==> src/rtl/alu_pkg.sv <==
// Shared ALU-side definitions: flag bit positions, datapath widths and the
// entry format buffered between the ALU and writeback.
package alu_pkg;

   localparam int DATA_W = 8;
   localparam int FLAG_W = 4;
   localparam int RD_W   = 3;

   localparam int FLAG_C = 0;
   localparam int FLAG_Z = 1;
   localparam int FLAG_V = 2;
   localparam int FLAG_P = 3;

   typedef struct packed {
      logic [DATA_W-1:0] result;
      logic [FLAG_W-1:0] flags;
      logic [RD_W-1:0]   rd;
      logic              set_flags;
   } ex_entry_t;

endpackage

==> src/rtl/ex_skid_fifo.sv <==
// Two-entry in-order valid/ready buffer of ALU results with synchronous flush.
// Slot 0 is always the head, so the outputs come straight from a register.
module ex_skid_fifo
   import alu_pkg::*;
(
   input  logic      clk,
   input  logic      rst,
   input  logic      flush,
   input  logic      in_valid,
   output logic      in_ready,
   input  ex_entry_t in_entry,
   output logic      out_valid,
   input  logic      out_ready,
   output ex_entry_t out_entry
);

   logic [1:0] count_q, count_d;
   ex_entry_t  slot0_q, slot0_d;
   ex_entry_t  slot1_q, slot1_d;
   logic       push, pop;

   // in_ready looks only at local state and flush, never at out_ready.
   assign in_ready  = (count_q != 2'd2) && !flush;
   assign out_valid = (count_q != 2'd0);
   assign out_entry = out_valid ? slot0_q : '0;
   assign push      = in_valid && in_ready;
   assign pop       = out_valid && out_ready;

   always_comb begin
      count_d = count_q;
      slot0_d = slot0_q;
      slot1_d = slot1_q;
      case (count_q)
         2'd0: begin
            if (push) begin
               slot0_d = in_entry;
               count_d = 2'd1;
            end
         end
         2'd1: begin
            case ({push, pop})
               2'b11: slot0_d = in_entry;
               2'b01: count_d = 2'd0;
               2'b10: begin
                  slot1_d = in_entry;
                  count_d = 2'd2;
               end
               default: ;
            endcase
         end
         default: begin
            // Full: no push is possible, a pop shifts the tail into the head.
            if (pop) begin
               slot0_d = slot1_q;
               count_d = 2'd1;
            end
         end
      endcase
      if (flush) begin
         count_d = 2'd0;
      end
   end

   always_ff @(posedge clk) begin
      if (rst) begin
         count_q <= 2'd0;
         slot0_q <= '0;
         slot1_q <= '0;
      end else begin
         count_q <= count_d;
         slot0_q <= slot0_d;
         slot1_q <= slot1_d;
      end
   end

endmodule

==> src/rtl/ex_result_stage.sv <==
// Result stage between the ALU and writeback: buffers up to two ops and keeps
// the architectural flag register. EX_STICKY_OVF_EN adds a sticky overflow bit.
module ex_result_stage
   import alu_pkg::*;
(
   input  logic              clk,
   input  logic              rst,
   input  logic              flush,
   input  logic              in_valid,
   output logic              in_ready,
   input  logic [DATA_W-1:0] in_result,
   input  logic [FLAG_W-1:0] in_flags,
   input  logic [RD_W-1:0]   in_rd,
   input  logic              in_set_flags,
   output logic              out_valid,
   input  logic              out_ready,
   output logic [DATA_W-1:0] out_result,
   output logic [RD_W-1:0]   out_rd,
   output logic [FLAG_W-1:0] out_flags,
`ifdef EX_STICKY_OVF_EN
   input  logic              clr_sticky,
   output logic              sticky_ovf,
`endif
   output logic [FLAG_W-1:0] flags_q
);

   ex_entry_t         inEntry, headEntry;
   logic              retire;
   logic [FLAG_W-1:0] flags_d;

   assign inEntry = '{result: in_result, flags: in_flags, rd: in_rd, set_flags: in_set_flags};

   ex_skid_fifo u_fifo (
      .clk       (clk),
      .rst       (rst),
      .flush     (flush),
      .in_valid  (in_valid),
      .in_ready  (in_ready),
      .in_entry  (inEntry),
      .out_valid (out_valid),
      .out_ready (out_ready),
      .out_entry (headEntry)
   );

   assign out_result = headEntry.result;
   assign out_rd     = headEntry.rd;
   assign out_flags  = headEntry.flags;
   assign retire     = out_valid && out_ready;

   // Flags commit at retire time, so a flush only drops ops that never retired.
   always_comb begin
      flags_d = flags_q;
      if (retire && headEntry.set_flags) begin
         flags_d = headEntry.flags;
      end
   end

   always_ff @(posedge clk) begin
      if (rst) begin
         flags_q <= '0;
      end else begin
         flags_q <= flags_d;
      end
   end

`ifdef EX_STICKY_OVF_EN
   logic stickyOvf_q, stickyOvf_d;

   assign sticky_ovf = stickyOvf_q;

   // A new overflow in the same cycle as a clear must not be lost.
   always_comb begin
      stickyOvf_d = stickyOvf_q;
      if (clr_sticky) begin
         stickyOvf_d = 1'b0;
      end
      if (retire && headEntry.set_flags && headEntry.flags[FLAG_V]) begin
         stickyOvf_d = 1'b1;
      end
   end

   always_ff @(posedge clk) begin
      if (rst) begin
         stickyOvf_q <= 1'b0;
      end else begin
         stickyOvf_q <= stickyOvf_d;
      end
   end
`endif

endmodule

==> config.mk <==
export PLATFORM = sky130hd
export DESIGN_NAME = ex_result_stage
export DESIGN_NICKNAME = d
export VERILOG_FILES = /design/src/rtl/alu_pkg.sv /design/src/rtl/ex_skid_fifo.sv /design/src/rtl/ex_result_stage.sv
export SDC_FILE = /design/constraint.sdc
export NUM_CORES = 1
export LEC_CHECK = 0
export CAP_MARGIN = 40
export CORE_MARGIN = 10
export CORE_UTILIZATION = 45
export CTS_BUF_LIST = sky130_fd_sc_hd__clkbuf_2
export DETAILED_ROUTE_END_ITERATION = 10
export HOLD_SLACK_MARGIN = 0.05
export PLACE_DENSITY = 0.79
export REMOVE_ABC_BUFFERS = 1
export SLEW_MARGIN = 20
export SYNTH_ARGS = -nofsm -noshare
export SYNTH_HDL_FRONTEND = slang
export SYNTH_SLANG_ARGS = --single-unit
==> constraint.sdc <==
create_clock -name clk -period 3.4 [get_ports clk]
set_clock_uncertainty 0.15 [all_clocks]
set_input_delay 0.34 -clock clk [delete_from_list [all_inputs] [get_ports clk]]
set_output_delay 0.34 -clock clk [all_outputs]
set_load 0.02 [all_outputs]
==> flow_metrics.tcl <==
set metrics [dict create \
    status "finished, final reports clean" \
    ios 42 \
    dieArea_mm2 0.00746 \
    synth.distinct_cells 23 \
    path_clk_slew_ns 0.18 \
    multi_input_area_mm2 0.00113 \
    regToRegSetupSlack_ns 1.69 \
    slew_viol_final 0 \
    required_ns 2.91 \
    yosysSeqAreaShare 0.384 \
    tns_ns 0 \
    cts-root-buf "clkbuf_2" \
    criticalPathCategory "register to primary output" \
    synth_area_mm2 0.00198 \
    finalCritPeriodShare 0.719 \
    fin_nets 261 \
    slowest_stage "clkdlybuf4s50_1" \
    post-cts-setup-buffers 0 \
    final_common_cell "clkdlybuf4s50_1" \
    grt_pass1_wl_um 6490 \
    drt_wl_total_um 3900 \
    drt_iter0_drc 35 \
    relSlewSlack 0.629 \
    crit_fanout 17 \
    slowest_delay_ns 0.53 \
    arrival_ns 1.95 \
    ir_drop_v 0.000238 \
    yosysWarnings 0 \
    syn_avg_cell_area_um2 9.81 \
    p_leak_nw 0.919 \
    port_buffers 41 \
    viasPerCell 4.86 \
    dp_hpwl_um 2730 \
    vias 1423 \
    critical_path_cell_count 3 \
    regArea_um2 761 \
    rr_worst_depth 4 \
    worstSetupEndpoint "out_result[2]" \
    worstReg2RegEnd "flags_q[1]" \
    initial_core_util 0.461 \
    path_buf_inv 1 \
    antenna_left 0 \
    drt_pre_antenna_iters 2 \
    tightestPinTransition_ns 0.554 \
    path_cells "nor2_4, and2b_1, clkdlybuf4s50_1" \
    cts_resized 0 \
    clock_sinks 38 \
    worstSkewPairLatency_ns 0.38 \
    area_growth_pct 24.0 \
    syn_inst 202 \
    fin_hold_ws_ns 0.262 \
    htreeDepth 2 \
    max_freq_ghz 0.409 \
    drc_errors 0 \
    setup_ws_ns 0.957 \
    row_count 24 \
    die-width_um 86.3 \
    setup_viol 0 \
    postPlaceCellArea_mm2 0.00242 \
    final_hold_viol_count 0 \
    hold_path_depth 2 \
    post-place-ws_ns 1.23 \
    timing.rr.start "u_fifo.count_q[1]" \
    grt_start_max_net_pins 37 \
    cp-startpoint "u_fifo.count_q[0]" \
    drive_above_1_share 0.129 \
    fillerInstances 389 \
    gp_congestion 0.717 \
    fin_area_mm2 0.00246 \
    grt_overflow 0 \
    finalCriticalPeriod_ns 2.44 \
    synth-seq-cells 38 \
    antenna_found_initial 0 \
    grt_pass1_vias 1439 \
    holdCritPathClass "input port to register" \
    core-area_mm2 0.00429 \
    clk_path_buf_depth 2 \
    layout_common_cells "clkdlybuf4s50_1, dfxtp_1, mux2i_1, nand2b_1, nor2b_1" \
    rsz0062_at_grt "false" \
    cts_buffers 5 \
    pwr_density_cell_mw_per_mm2 313 \
    grt_usage 0.106 \
    cp-end-kind "primary output" \
    cpLargestDelayFamily "simple AND/OR/NAND/NOR gates" \
    n_antenna_cell 0 \
    cts_tree "built" \
    start_kind "register" \
    maxCapViolations 0 \
    ctsHoldBuffers 0 \
    chipHeight_um 86.3 \
    routedWlPerCell_um 13.3 \
]
-- flip-flops by register name (all words and copies together), names as in the netlist --
signal,flops
flags_q,4
u_fifo.count_q,2
u_fifo.slot0_q,16
u_fifo.slot1_q,16
-- kinds of logic after synthesis --
| family | after synthesis | synth area share |
|---|---|---|
| AO/OA/AOI/OAI | 6 | 0.0221 |
| buffers and inverters | 16 | 0.0461 |
| flip-flops | 38 | 0.384 |
| multiplexers | 53 | 0.278 |
| AND/OR/NAND/NOR | 89 | 0.270 |
-- synthesized netlist by cell type --
library cell | n | area share
nand3b_2 | 1 | 0.0057
buf_2 | 1 | 0.0025
or2b_1 | 1 | 0.0038
buf_4 | 1 | 0.0038
buf_8 | 1 | 0.0076
nor4_1 | 1 | 0.0032
clkbuf_1 | 9 | 0.017
buf_6 | 2 | 0.011
a2111oi_0 | 1 | 0.0044
dfxtp_1 | 38 | 0.38
and2b_1 | 5 | 0.019
nor2b_1 | 27 | 0.085
mux2_1 | 1 | 0.0057
o211ai_1 | 1 | 0.0038
mux2_2 | 15 | 0.085
a21oi_1 | 3 | 0.0076
nand2b_1 | 32 | 0.10
mux2i_1 | 37 | 0.19
nor3_4 | 1 | 0.0082
o22ai_2 | 1 | 0.0063
nor2_1 | 20 | 0.038
inv_1 | 2 | 0.0038
nor2_4 | 1 | 0.0057
-- layer usage --
layer | vias up | wire [µm] | track usage
met1 | 649 | 1820 | 0.114
li1 | 738 | - | -
met2 | 31 | 1800 | 0.182
met5 | - | 0 | 0
met4 | 0 | 44 | 0.0442
met3 | 5 | 235 | 0.0403
-- worst min-delay path by stage --
stage	from	endpoint	slack (ns)
floorplan	rst	flags_q[0]	0.26
global placement	u_fifo.slot1_q[9]	u_fifo.slot1_q[9]	0.31
detailed placement	u_fifo.slot1_q[1]	u_fifo.slot1_q[1]	0.31
CTS	rst	flags_q[3]	0.25
global route	rst	flags_q[3]	0.27
finish	rst	flags_q[3]	0.26
-- area by class of cell --
| cell class | instances | area share |
|---|---|---|
| clock buffer | 6 | 0.0122 |
| tap | 52 | 0.0265 |
| inverter | 2 | 0.00306 |
| timing repair buffer | 45 | 0.185 |
| sequential | 38 | 0.310 |
| clock inverter | 2 | 0.00357 |
| multi-input combinational | 148 | 0.459 |
-- metrics by stage --
stage	power [mW]	utilization	cells
detailed placement	0.586	0.563	285
finish	0.768	0.572	293
global placement	0.580	0.557	284
floorplan	0.528	-	188
global route	0.810	0.572	293
CTS	0.779	0.572	293
-- power by group --
group	total (mW)	switching (mW)	internal, mW
registers	0.464	0.00616	0.458
clock network	0.193	0.142	0.0506
logic	0.111	0.0470	0.0640
No activity file was read; power rests on OpenSTA's default activity.
